===== src/rtl/bk_pkg.sv =====
// bk_pkg: shared datapath width and prefix-node type for the Brent-Kung subtractor.
package bk_pkg;
    localparam int WIDTH = 16;

    typedef struct packed {
        logic p;
        logic g;
    } pg_t;

    // Prefix operator: combine a group with the adjacent less-significant group.
    function automatic pg_t pg_dot(input pg_t hi, input pg_t lo);
        pg_t r;
        r.p = hi.p & lo.p;
        r.g = hi.g | (hi.p & lo.g);
        return r;
    endfunction
endpackage


===== src/rtl/bk_sub16_pipe_if.sv =====
// bk_sub16_pipe_if: operand/result valid-ready bundle for bk_sub16_pipe.
interface bk_sub16_pipe_if;
    import bk_pkg::*;

    logic             in_valid;
    logic             in_ready;
    logic [WIDTH-1:0] a;
    logic [WIDTH-1:0] b;
    logic             bin;
    logic             out_valid;
    logic             out_ready;
    logic [WIDTH-1:0] diff;
    logic             bout;
    logic             ovf;

    modport master (
        output in_valid, a, b, bin, out_ready,
        input  in_ready, out_valid, diff, bout, ovf
    );

    modport slave (
        input  in_valid, a, b, bin, out_ready,
        output in_ready, out_valid, diff, bout, ovf
    );
endinterface


===== src/rtl/bk_prefix16.sv =====
// bk_prefix16: combinational completion of a 16-bit Brent-Kung carry tree.
// g/p arrive in Brent-Kung in-place form (odd indices already hold 2-bit groups, i%4==3 hold 4-bit groups).
module bk_prefix16
    import bk_pkg::*;
(
    input  logic [WIDTH-1:0] g,
    input  logic [WIDTH-1:0] p,
    input  logic             cin,
    output logic [WIDTH:0]   c
);
    pg_t node [WIDTH];

    always_comb begin
        for (int i = 0; i < WIDTH; i++) node[i] = '{p: p[i], g: g[i]};
        // up-sweep: 8-bit groups, then the full 16-bit group
        for (int i = 7; i < WIDTH; i += 8) node[i] = pg_dot(node[i], node[i-4]);
        node[15] = pg_dot(node[15], node[7]);
        // down-sweep: spread prefixes back to every remaining index
        node[11] = pg_dot(node[11], node[7]);
        for (int i = 5; i < WIDTH; i += 4) node[i] = pg_dot(node[i], node[i-2]);
        for (int i = 2; i < WIDTH; i += 2) node[i] = pg_dot(node[i], node[i-1]);

        c[0] = cin;
        for (int i = 0; i < WIDTH; i++) c[i+1] = node[i].g | (node[i].p & cin);
    end
endmodule


===== src/rtl/bk_sub16_pipe.sv =====
// bk_sub16_pipe: 2-stage valid/ready 16-bit subtractor, diff = a - b - bin via a Brent-Kung tree.
// Optional BK_SUB_SAT_EN clamps diff to zero whenever the subtraction borrows.
module bk_sub16_pipe
    import bk_pkg::*;
(
    input  logic              clk,
    input  logic              rst,
    bk_sub16_pipe_if.slave    io
);
    logic             accept, s2_adv, load2;
    logic [WIDTH-1:0] bit_p, bit_g, grp_p, grp_g;
    pg_t              up [WIDTH];

    logic             s1_valid_q, s1_valid_d;
    logic [WIDTH-1:0] s1_p_q, s1_p_d;
    logic [WIDTH-1:0] s1_gp_q, s1_gp_d;
    logic [WIDTH-1:0] s1_gg_q, s1_gg_d;
    logic             s1_cin_q, s1_cin_d;
    logic             s1_a_msb_q, s1_a_msb_d;

    logic [WIDTH:0]   carry;
    logic [WIDTH-1:0] sum, res;
    logic             borrow, ovf_c;

    logic             s2_valid_q, s2_valid_d;
    logic [WIDTH-1:0] s2_diff_q, s2_diff_d;
    logic             s2_bout_q, s2_bout_d;
    logic             s2_ovf_q, s2_ovf_d;

    assign s2_adv      = !s2_valid_q | io.out_ready;
    assign io.in_ready = !rst & (!s1_valid_q | !s2_valid_q | io.out_ready);
    assign accept      = io.in_valid & io.in_ready;

    // S1: a + ~b + ~bin, first two up-sweep levels kept in place
    always_comb begin
        bit_p = io.a ^ ~io.b;
        bit_g = io.a & ~io.b;
        for (int i = 0; i < WIDTH; i++) up[i] = '{p: bit_p[i], g: bit_g[i]};
        for (int i = 1; i < WIDTH; i += 2) up[i] = pg_dot(up[i], up[i-1]);
        for (int i = 3; i < WIDTH; i += 4) up[i] = pg_dot(up[i], up[i-2]);
        for (int i = 0; i < WIDTH; i++) begin
            grp_p[i] = up[i].p;
            grp_g[i] = up[i].g;
        end

        s1_valid_d = accept | (s1_valid_q & !s2_adv);
        s1_p_d     = accept ? bit_p       : s1_p_q;
        s1_gp_d    = accept ? grp_p       : s1_gp_q;
        s1_gg_d    = accept ? grp_g       : s1_gg_q;
        s1_cin_d   = accept ? ~io.bin     : s1_cin_q;
        s1_a_msb_d = accept ? io.a[WIDTH-1] : s1_a_msb_q;
    end

    bk_prefix16 u_prefix (
        .g   (s1_gg_q),
        .p   (s1_gp_q),
        .cin (s1_cin_q),
        .c   (carry)
    );

    // S2: operands differ in sign exactly when the bitwise propagate of the MSB is 0
    always_comb begin
        sum    = s1_p_q ^ carry[WIDTH-1:0];
        borrow = ~carry[WIDTH];
        ovf_c  = ~s1_p_q[WIDTH-1] & (sum[WIDTH-1] ^ s1_a_msb_q);
`ifdef BK_SUB_SAT_EN
        res    = borrow ? '0 : sum;
`else
        res    = sum;
`endif
        load2      = s2_adv & s1_valid_q;
        s2_valid_d = s2_adv ? s1_valid_q : s2_valid_q;
        s2_diff_d  = load2 ? res    : s2_diff_q;
        s2_bout_d  = load2 ? borrow : s2_bout_q;
        s2_ovf_d   = load2 ? ovf_c  : s2_ovf_q;
    end

    always_ff @(posedge clk or posedge rst) begin
        if (rst) begin
            s1_valid_q <= 1'b0;
            s1_p_q     <= '0;
            s1_gp_q    <= '0;
            s1_gg_q    <= '0;
            s1_cin_q   <= 1'b0;
            s1_a_msb_q <= 1'b0;
            s2_valid_q <= 1'b0;
            s2_diff_q  <= '0;
            s2_bout_q  <= 1'b0;
            s2_ovf_q   <= 1'b0;
        end else begin
            s1_valid_q <= s1_valid_d;
            s1_p_q     <= s1_p_d;
            s1_gp_q    <= s1_gp_d;
            s1_gg_q    <= s1_gg_d;
            s1_cin_q   <= s1_cin_d;
            s1_a_msb_q <= s1_a_msb_d;
            s2_valid_q <= s2_valid_d;
            s2_diff_q  <= s2_diff_d;
            s2_bout_q  <= s2_bout_d;
            s2_ovf_q   <= s2_ovf_d;
        end
    end

    assign io.out_valid = s2_valid_q;
    assign io.diff      = s2_diff_q;
    assign io.bout      = s2_bout_q;
    assign io.ovf       = s2_ovf_q;
endmodule


===== src/flat_wrapper.sv =====
// flat-port wrapper written by rule: the top's interface ports become plain ports
module bk_sub16_pipe_flat import bk_pkg::*;
  (clk, rst, io_in_valid, io_a, io_b, io_bin, io_out_ready, io_in_ready, io_out_valid, io_diff, io_bout, io_ovf);
  bk_sub16_pipe_if io_i ();
  input  logic clk;
  input  logic rst;
  input wire logic [$bits(io_i.in_valid)-1:0] io_in_valid;
  input wire logic [$bits(io_i.a)-1:0] io_a;
  input wire logic [$bits(io_i.b)-1:0] io_b;
  input wire logic [$bits(io_i.bin)-1:0] io_bin;
  input wire logic [$bits(io_i.out_ready)-1:0] io_out_ready;
  output wire logic [$bits(io_i.in_ready)-1:0] io_in_ready;
  output wire logic [$bits(io_i.out_valid)-1:0] io_out_valid;
  output wire logic [$bits(io_i.diff)-1:0] io_diff;
  output wire logic [$bits(io_i.bout)-1:0] io_bout;
  output wire logic [$bits(io_i.ovf)-1:0] io_ovf;
  assign io_i.in_valid = io_in_valid;
  assign io_i.a = io_a;
  assign io_i.b = io_b;
  assign io_i.bin = io_bin;
  assign io_i.out_ready = io_out_ready;
  assign io_in_ready = io_i.in_ready;
  assign io_out_valid = io_i.out_valid;
  assign io_diff = io_i.diff;
  assign io_bout = io_i.bout;
  assign io_ovf = io_i.ovf;
  bk_sub16_pipe u_core (.clk(clk), .rst(rst), .io(io_i));
endmodule

===== config.mk =====
export PLATFORM = sky130hd
export DESIGN_NAME = bk_sub16_pipe_flat
export DESIGN_NICKNAME = d
export VERILOG_FILES = /design/src/rtl/bk_pkg.sv /design/src/rtl/bk_sub16_pipe_if.sv /design/src/rtl/bk_prefix16.sv /design/src/rtl/bk_sub16_pipe.sv /design/src/flat_wrapper.sv
export SDC_FILE = /design/constraint.sdc
export NUM_CORES = 1
export LEC_CHECK = 0
export CAP_MARGIN = 20
export CORE_UTILIZATION = 35
export DETAILED_ROUTE_END_ITERATION = 12
export PLACE_DENSITY_LB_ADDON = 0.25
export SYNTH_ARGS = -nofsm -noshare
export SYNTH_HDL_FRONTEND = slang
export SYNTH_SLANG_ARGS = --single-unit

===== constraint.sdc =====
create_clock -name clk -period 2.15 [get_ports clk]
set_input_delay 0.43 -clock clk [delete_from_list [all_inputs] [get_ports clk]]
set_output_delay 0.43 -clock clk [all_outputs]
set_load 0.01 [all_outputs]

Yosys cells after proc, flatten, opt, wreduce, memory -nomap -nowiden
Cells that the tools add are included.
- register bits after elaboration: 70
- bits of input ports: 37
- output and inout bits: 20
- logic and storage cells: 141
- bitwise gates (word level): 127
- reductions and logical operators: 4
- operators by type and width (cell ; number):
    1-bit AND ; 73
    1-bit bitwise OR ; 46
    16-bit XOR ; 2
    16-bit AND ; 1
    16-bit NOT ; 1
    1-bit zero test ; 4
    1-bit NOT ; 3
    1-bit XOR ; 1

Logic depth before layout (Yosys ltp)
- depth in word-level cells: 12
- gate-level depth with buffers: 6
- mapped depth without buffers: 6

By module
A second synthesis with hierarchy kept.
- cell total of the unflattened synthesis: 238
- area, all modules: 3210.6 µm²
- by module, submodules not included (module ; times used ; cells each ; area each (µm²) ; seq. area each (µm²)):
    bk_sub16_pipe ; 1 ; 213 ; 3037.9 ; 1551.5
    bk_prefix16 ; 1 ; 25 ; 172.7 ; 0.0

Least setup slack after synthesis
Ideal clock, no wire load.
- path type: input to register
- from: input rst
- to: register u_core.s1_a_msb_q
- setup time: 128 ps
- data arrival time: 2773 ps
- required time: 2022 ps
- setup slack: -751 ps
- stages: 4
- buffers on the path: 1
- cell sequence: inv_1 > nand3_2 > buf_2 > mux2_1
- word-level cells in the longest chain between the ends: 3
- ends and longest elaborated chain (what ; RTL line ; RTL):
    from (decl) ; flat_wrapper.sv:6 ; input logic rst;
    1-bit zero test ; bk_sub16_pipe.sv:31 ; assign io.in_ready = !rst & (!s1_valid_q | !s2_valid_q | io.out_ready);
    1-bit AND ; bk_sub16_pipe.sv:31 ;
    1-bit AND ; bk_sub16_pipe.sv:32 ; assign accept = io.in_valid & io.in_ready;
    to (signal assigned) ; bk_sub16_pipe.sv:96 ; s1_a_msb_q <= s1_a_msb_d;
    to (decl) ; bk_sub16_pipe.sv:19 ; logic s1_a_msb_q, s1_a_msb_d;
No other way between the ends.
A chain may end at the register's enable or synchronous reset.

Worst setup path after layout
- from: input io_out_ready
- to: output io_in_ready
- word-level cells in the longest chain between the ends: 2
- ends and longest elaborated chain (what ; RTL line ; RTL):
    from (decl) ; flat_wrapper.sv:11 ; input wire logic [$bits(io_i.out_ready)-1:0] io_out_ready;
    1-bit bitwise OR ; bk_sub16_pipe.sv:31 ;
    1-bit AND ; bk_sub16_pipe.sv:31 ;
    to (decl) ; flat_wrapper.sv:12 ; output wire logic [$bits(io_i.in_ready)-1:0] io_in_ready;
No other way between the ends.

==> flow_metrics.py <==
metrics = {
    "yosys": {
        "yosysWarnings": 0,
        "syn_inst": 290,
        "synthArstFlopShare_pct": 100,
        "synth_area_per_cell_um2": 10.4,
        "synth_seq_cells": 62,
        "synth_area_leader_cell": "dfrtp_1",
        "netlist.area_leader.share_pct": 51.3,
        "syn_area_um2": 3020,
        "synth-seq-area-share_pct": 51.3,
        "synth_area_leaders": "dfrtp_1 51%, ha_1 7.0%, nand2_1 5.3%",
        "synth_cell_types": 35,
        "synth_edf_count": 0,
        "syn_nets": 344,
        "dominantRegCellSynth": "dfrtp_1",
    },
    "placed_design": {
        "post_dp_cell_area_um2": 3790,
        "place_ws_ns": 0.0446,
        "finalWeightedCongestion": 0.735,
        "dp_hpwl_um": 4310,
        "portBuffers": 56,
    },
    "power_and_ir_drop": {
        "p_per_area_nw_per_um2": 890,
        "peakVddDrop_mv": 0.402,
        "leakage_nw": 1.83,
    },
    "sta": {
        "layout_min_cycle_time_ns": 1.71,
        "setup_viol": 0,
        "setup_ws_ns": 0.439,
        "fmax_mhz": 585,
        "slew_violations": 0,
        "fin_skew_ns": 0.00699,
        "whs_ns": 0.474,
        "period_share_pct": 79.6,
        "final_hold_viol_count": 0,
        "rsz0062_at_grt": "false",
        "max_slew_margin_pct": 47.7,
        "worst_pin_slew_ns": 0.784,
    },
    "layout": {
        "area_delta_synth_final_pct": 30.8,
        "final_cell_area_um2": 3950,
        "layout.nets": 408,
        "final_cell_mix": "62 x dfrtp_1, 55 x clkdlybuf4s50_1, 43 x nand2_1",
        "drive_gt1_share_pct": 9.75,
        "diodes": 0,
        "layout_commonest_cell": "dfrtp_1",
        "num-fill-cells": 759,
    },
    "routing": {
        "routedWlPerCell_um": 12.8,
        "vias_per_cell": 4.87,
        "drt_iter0_markers": 95,
        "drc": 0,
        "dr_total_vias": 2261,
        "drt_first_pass_iters": 4,
        "routed_wl_um": 5940,
        "antenna_left": 0,
    },
    "global_routing": {
        "grt_pass1_wl_um": 10400,
        "antenna_found_initial": 0,
        "grt_use_met2_pct": 21.3,
        "track_usage_pct": 15.1,
        "grt_max_degree": 63,
        "grt_pass1_vias": 2153,
        "grt_remaining_overflow": 0,
        "grtUsageMet3_pct": 2.98,
        "grt_use_met1_pct": 22.1,
        "grt.busiest_layer": "met1",
    },
    "cts": {
        "ctsLongestPathBuffers": 2,
        "path_clk_slew_ns": 0.06,
        "clock_latency_ns": 0.33,
        "cts_setup_buffers": 0,
        "cts_sinks": 62,
        "cts_buffers": 9,
        "htreeDepth": 3,
        "cts-root-buf": "clkbuf_8",
        "cts_tree": "yes",
    },
    "setup_path": {
        "end_kind": "primary output",
        "cpPeakStageDelay_ns": 0.48,
        "crit_required_ns": 1.72,
        "slowest_stage": "clkdlybuf4s50_1",
        "path_max_fanout": 4,
        "cp-start-kind": "input port",
        "path_buf_inv": 2,
        "worstPathCellList": "clkdlybuf4s50_1 -> nor2b_2 -> a21oi_1 -> dlymetal6s2s_1",
        "critPathTopFamily": "buffers and inverters",
        "critPathKind": "input port to primary output",
        "crit_arrival_ns": 1.28,
    },
    "floorplan": {
        "die_w_um": 94.9,
        "dieArea_um2": 9010,
        "die_h_um": 94.9,
        "io_pins": 57,
        "rows": 33,
        "start_util_pct": 36.4,
        "core_area_um2": 8300,
    },
    "job": {
        "maxCapViolations": 0,
    },
    "status": {
        "status": "completed",
    },
    "hold_path": {
        "hold_class": "flip-flop to flip-flop",
    },
}
==> power breakdown <==
group / leakage (nW) / internal (mW) / total [mW] / switching [mW]
sequential: 0.775 / 1.44 / 1.63 / 0.192
combinational: 0.977 / 0.584 / 1.02 / 0.435
clock: 0.0817 / 0.451 / 0.870 / 0.419
==> metal layers <==
metal	wire [um]	vias to the layer above
met1	2890	1066
met2	2640	53
met5	0	-
met4	85	0
met3	324	6
li1	-	1136
==> synthesized netlist by cell type, types with 4 or more instances <==
cell / number
clkbuf_1: 6
nand4_1: 4
o21bai_1: 6
dfrtp_1: 62
nor2_1: 4
inv_1: 28
xnor2_1: 6
o21ai_0: 30
o21ai_1: 4
mux2i_1: 5
buf_2: 4
nor2b_1: 5
ha_1: 17
a21oi_1: 14
nand2_1: 43
mux2_2: 7
mux2_1: 14
==> tightest hold or removal path, cell delays in order (launching register included) <==
cell and delay (ns):
dfrtp_1 0.34, nand2_1 0.05, o41ai_1 0.05
==> registers in the layout, indices dropped and copies added, names as in the netlist <==
| name | flops |
|---|---|
| u_core.io.ovf | 1 |
| u_core.s1_a_msb_q | 1 |
| u_core.io.out_valid | 1 |
| u_core.s1_gg_q | 16 |
| u_core.s1_cin_q | 1 |
| u_core.io.diff | 16 |
| u_core.s1_gp_q | 16 |
| u_core.io.bout | 1 |
| u_core.s1_p_q | 8 |
| u_core.s1_valid_q | 1 |
==> stage by stage <==
stage	TNS (ns)	util [%]	total power, mW	instances
after floorplan	-4.68	-	2.17	290
after global placement	0	45.6	2.66	448
after detailed placement	0	45.6	2.68	448
after CTS	0	47.6	3.56	464
after global routing	0	47.6	3.75	464
final	0	47.6	3.52	464
==> worst paths after layout <==
path                                       from  cells past startpoint  slack (ns)                  to
worst max-delay path               io_out_ready                      4        0.44         io_in_ready
worst min-delay path              u_core.io.ovf                      2        0.47       u_core.io.ovf
worst max register to register  u_core.s1_cin_q                      4        0.54   u_core.io.diff[9]
worst min register to register    u_core.io.ovf                      2        0.47       u_core.io.ovf
max in group asynchronous                   rst                      3        0.86   u_core.io.diff[4]
min in group asynchronous                   rst                      3        0.77  u_core.s1_gg_q[10]
==> area by class of cell <==
| class | instances | area (um^2) | share of cell area, % |
|---|---|---|---|
| clock buffer | 15 | 156 | 3.96 |
| inverter | 28 | 109 | 2.75 |
| clock inverter | 1 | 5.00 | 0.127 |
| multi-input combinational | 190 | 1360 | 34.4 |
| sequential | 62 | 1550 | 39.3 |
| timing repair buffer | 63 | 641 | 16.2 |
| tap | 105 | 131 | 3.32 |
==> what timing repair did <==
item / 4_1_cts / 5_1_grt
hold buffers: 0 / 0
resized for setup: 0 / 2
setup endpoints to repair: 0 / 1
hold endpoints to repair: 0 / 0
==> kinds of logic after synthesis <==
family	share of synthesized area, %
compound gates	14.8
buf+inv	4.89
simple gates	10.1
flops	51.3
xor+xnor	2.32
fa+ha+maj	7.04
mux	9.48
Note: power is estimated with default switching activity, not from simulation.
==> variant (same flow settings) <==
Make the reset (`rst`) synchronous in one clocked block.
--- a/src/rtl/bk_sub16_pipe.sv
+++ b/src/rtl/bk_sub16_pipe.sv
@@ -77,3 +77,3 @@
 
-    always_ff @(posedge clk or posedge rst) begin
+    always_ff @(posedge clk) begin
         if (rst) begin
Formal check against the unedited RTL: differs if rst is asserted again (counterexample within 4 cycles, from zero or initial values and one cycle with rst high); with rst held inactive, the same outputs for 10 cycles.
==> variant against the original RTL <==
  * Critical path type unchanged
  * Sequential cell count stayed put
  * Final area is 2.8% lower
  * Critical path depth unchanged
  * Via count grew 16%
  * Routed wire length is 14% higher
  * Worst setup slack lost 0.18 ns
  * Area after synthesis shrank 0.79%
  * Utilization decreased by 1.1 points
Power is not compared: it rests on default switching activity, and its combinational part moved more than twofold at a synthesized area within 25%.
==> variant: results (changes against the original RTL) <==
- Status: finished, final reports clean (unchanged).
- The worst-case clock skew is 0.005470 ns (was 0.006995 ns).
- The level count of the clock H-tree came to 3 (unchanged).
- IR analysis of the VDD net gives a maximum drop of 0.2505 mV.
- The number of global-route vias before repair is 2453 (was 2153).
- The worst reg-to-reg path cell count is 4 (unchanged).
- The clock latency on the worst-skew pair is 0.33 ns (about the same).
- The overall via count from detail_route was 2625 (was 2261).
- The net count of the mapped netlist is 419 (was 344).
- The maximum clock path buffer count was 2 (unchanged).
- The clock buffer count from CTS is 9 (unchanged).
- Most used standard cells in the synthesized netlist: nand2_1 (75), dfxtp_1 (62), a21oi_1 (33), o21ai_0 (31), inv_1 (20) (was dfrtp_1 (62), nand2_1 (43), o21ai_0 (30), inv_1 (28), ha_1 (17)).
- The routed wire length is 6794 µm (was 5937 µm).
- The first-iteration detailed-routing DRC count is 59 (was 95).
- The class of the tightest hold or removal check is register to register (unchanged).
- Biggest area contributors in the synthesized netlist: dfxtp_1 (41%), nand2_1 (9.4%), ha_1 (7.1%) (was dfrtp_1 (51%), ha_1 (7.0%), nand2_1 (5.3%)).
- The overall global routing resource usage is 0.1649 (was 0.1511).
- The number of cells traversed by the worst hold path is 2 (unchanged).
- The maximum number of pins on one net before global-route repair is 35 (was 63).
- The number of buffer cells added on primary ports is 56 (unchanged).
- The clock root buffer is clkbuf_8 (unchanged).
- The share of synthesized flip-flops with an asynchronous set or reset is 0 (was 1.000).
- The half-perimeter wire length after placement was 4925 µm (was 4310 µm).
- The number of iterations in the first detailed-routing pass was 4 (unchanged).
- The fill cell total of the finished layout is 831 (was 759).
- The number of cells after detailed placement was 515 (was 448).
- The sequential area share after synthesis is 0.4140 (was 0.5135).
- The number of cells in the finished layout apart from fillers is 529 (was 464).
- The final weighted congestion in routability-driven placement is 0.7752 (was 0.7350).
- The maximum fanout count along the critical path is 2 (was 4).
- The dominant synthesized flop cell is dfxtp_1 (was dfrtp_1).
- The antenna cell count is 0 (unchanged).
- The first-pass GRT wire length is 11270 µm (was 10370 µm).
- The gate count after technology mapping came to 365 (was 290).
- The fraction of final layout cells with drive strength greater than 1 is 0.07311 (was 0.09749).
- The relative slew slack is 0.6439 (was 0.4772).
- The number of antenna violations at the first check in global routing came to 0 (unchanged).
- The count of cell types in the netlist is 42 (was 35).
- For this design the static power due to leakage is 0.001518 µW.
- The number of nets in the final layout came to 475 (was 408).
- The clock edge transition at the registers on the reported setup and hold paths was 0.06 ns (about the same).
- The total of warnings raised by yosys came to 0 (unchanged).
==> variant: cell types whose count changed in the layout (fill, tap and decap cells not counted), moves of 7 or more <==
cell and delta:
dfxtp_1 +62, nand2_1 +32, nor2_1 +10, nand4_1 +8, dfrtp_1 -62, mux2_4 -7
mux2_1 -10, nand3_1 +13, inv_1 -7, a21oi_1 +19
==> variant: critical path: stages <==
cell             delay (ns)
clkdlybuf4s50_1        0.53
nor2b_4                0.06
a21oi_1                0.15
dlygate4sd2_1          0.30
==> variant: per-stage QoR <==
stage | cell area, µm² | setup slack [ns] | total power, µW | TNS [ns]
6_report | 3842 | 0.2611 | 2538 | 0
5_1_grt | 3842 | 0.2058 | 2680 | 0
2_1_floorplan | 2998 | 0.3957 | 1532 | 0
3_5_place_dp | 3689 | -0.02384 | 1718 | -0.02384
4_1_cts | 3842 | 0.2532 | 2561 | 0
3_3_place_gp | 3689 | 0.04785 | 1710 | 0
==> variant: per-layer routing <==
metal	vias up	global-route usage	wire length, µm
met5	-	0	0
met4	0	0.08712	87
met3	7	0.02657	184
met2	37	0.2772	3314
met1	1209	0.2019	3207
li1	1372	-	-
==> variant: final timing paths <==
| path | start | endpoint | slack (ns) |
|---|---|---|---|
| setup / recovery | io_out_ready | io_in_ready | 0.26 |
| setup reg to reg | u_core.s1_cin_q | u_core.io.diff[11] | 0.62 |
| hold reg to reg | u_core.s1_gp_q[11] | u_core.s1_gp_q[11] | 0.45 |
| hold / removal | u_core.s1_gp_q[11] | u_core.s1_gp_q[11] | 0.45 |
==> variant: cell families (layout without fill, tap and decap cells) <==
group	after synthesis	in the layout	synth area share
adders and majority gates	17	17	0.07095
and+or+nand+nor	144	144	0.2366
DFF	62	62	0.4140
xor gates and xnor gates	8	8	0.02337
AOI/OAI and AO/OA	92	92	0.1853
buffers and inverters	42	101	0.06970
==> variant: final cells by class <==
type                            count  area [µm²]  share of cell area
Multi-Input combinational cell    261        1548              0.4028
Sequential cell                    62        1241              0.3230
Timing Repair Buffer               67       691.9              0.1801
Clock buffer                       12       145.1             0.03777
Tap cell                          105       131.4             0.03419
Inverter                           20       75.07             0.01954
Clock inverter                      2       10.01            0.002605
==> variant: repair_timing <==
item,4_1_cts,5_1_grt
hold buffers,0,0
resized for setup,1,0
endpoints found under the setup margin,1,0
endpoints found under the hold margin,0,0
buffers inserted,0,0
==> variant: report_power, final <==
| part | leakage [µW] | switching [µW] | total [µW] | internal, µW |
|---|---|---|---|---|
| Sequential | 0.000507 | 51.8 | 1270 | 1220 |
| Clock | 0.0000821 | 416 | 849 | 433 |
| Combinational | 0.000928 | 205 | 422 | 217 |
| Total | 0.00152 | 672 | 2540 | 1870 |
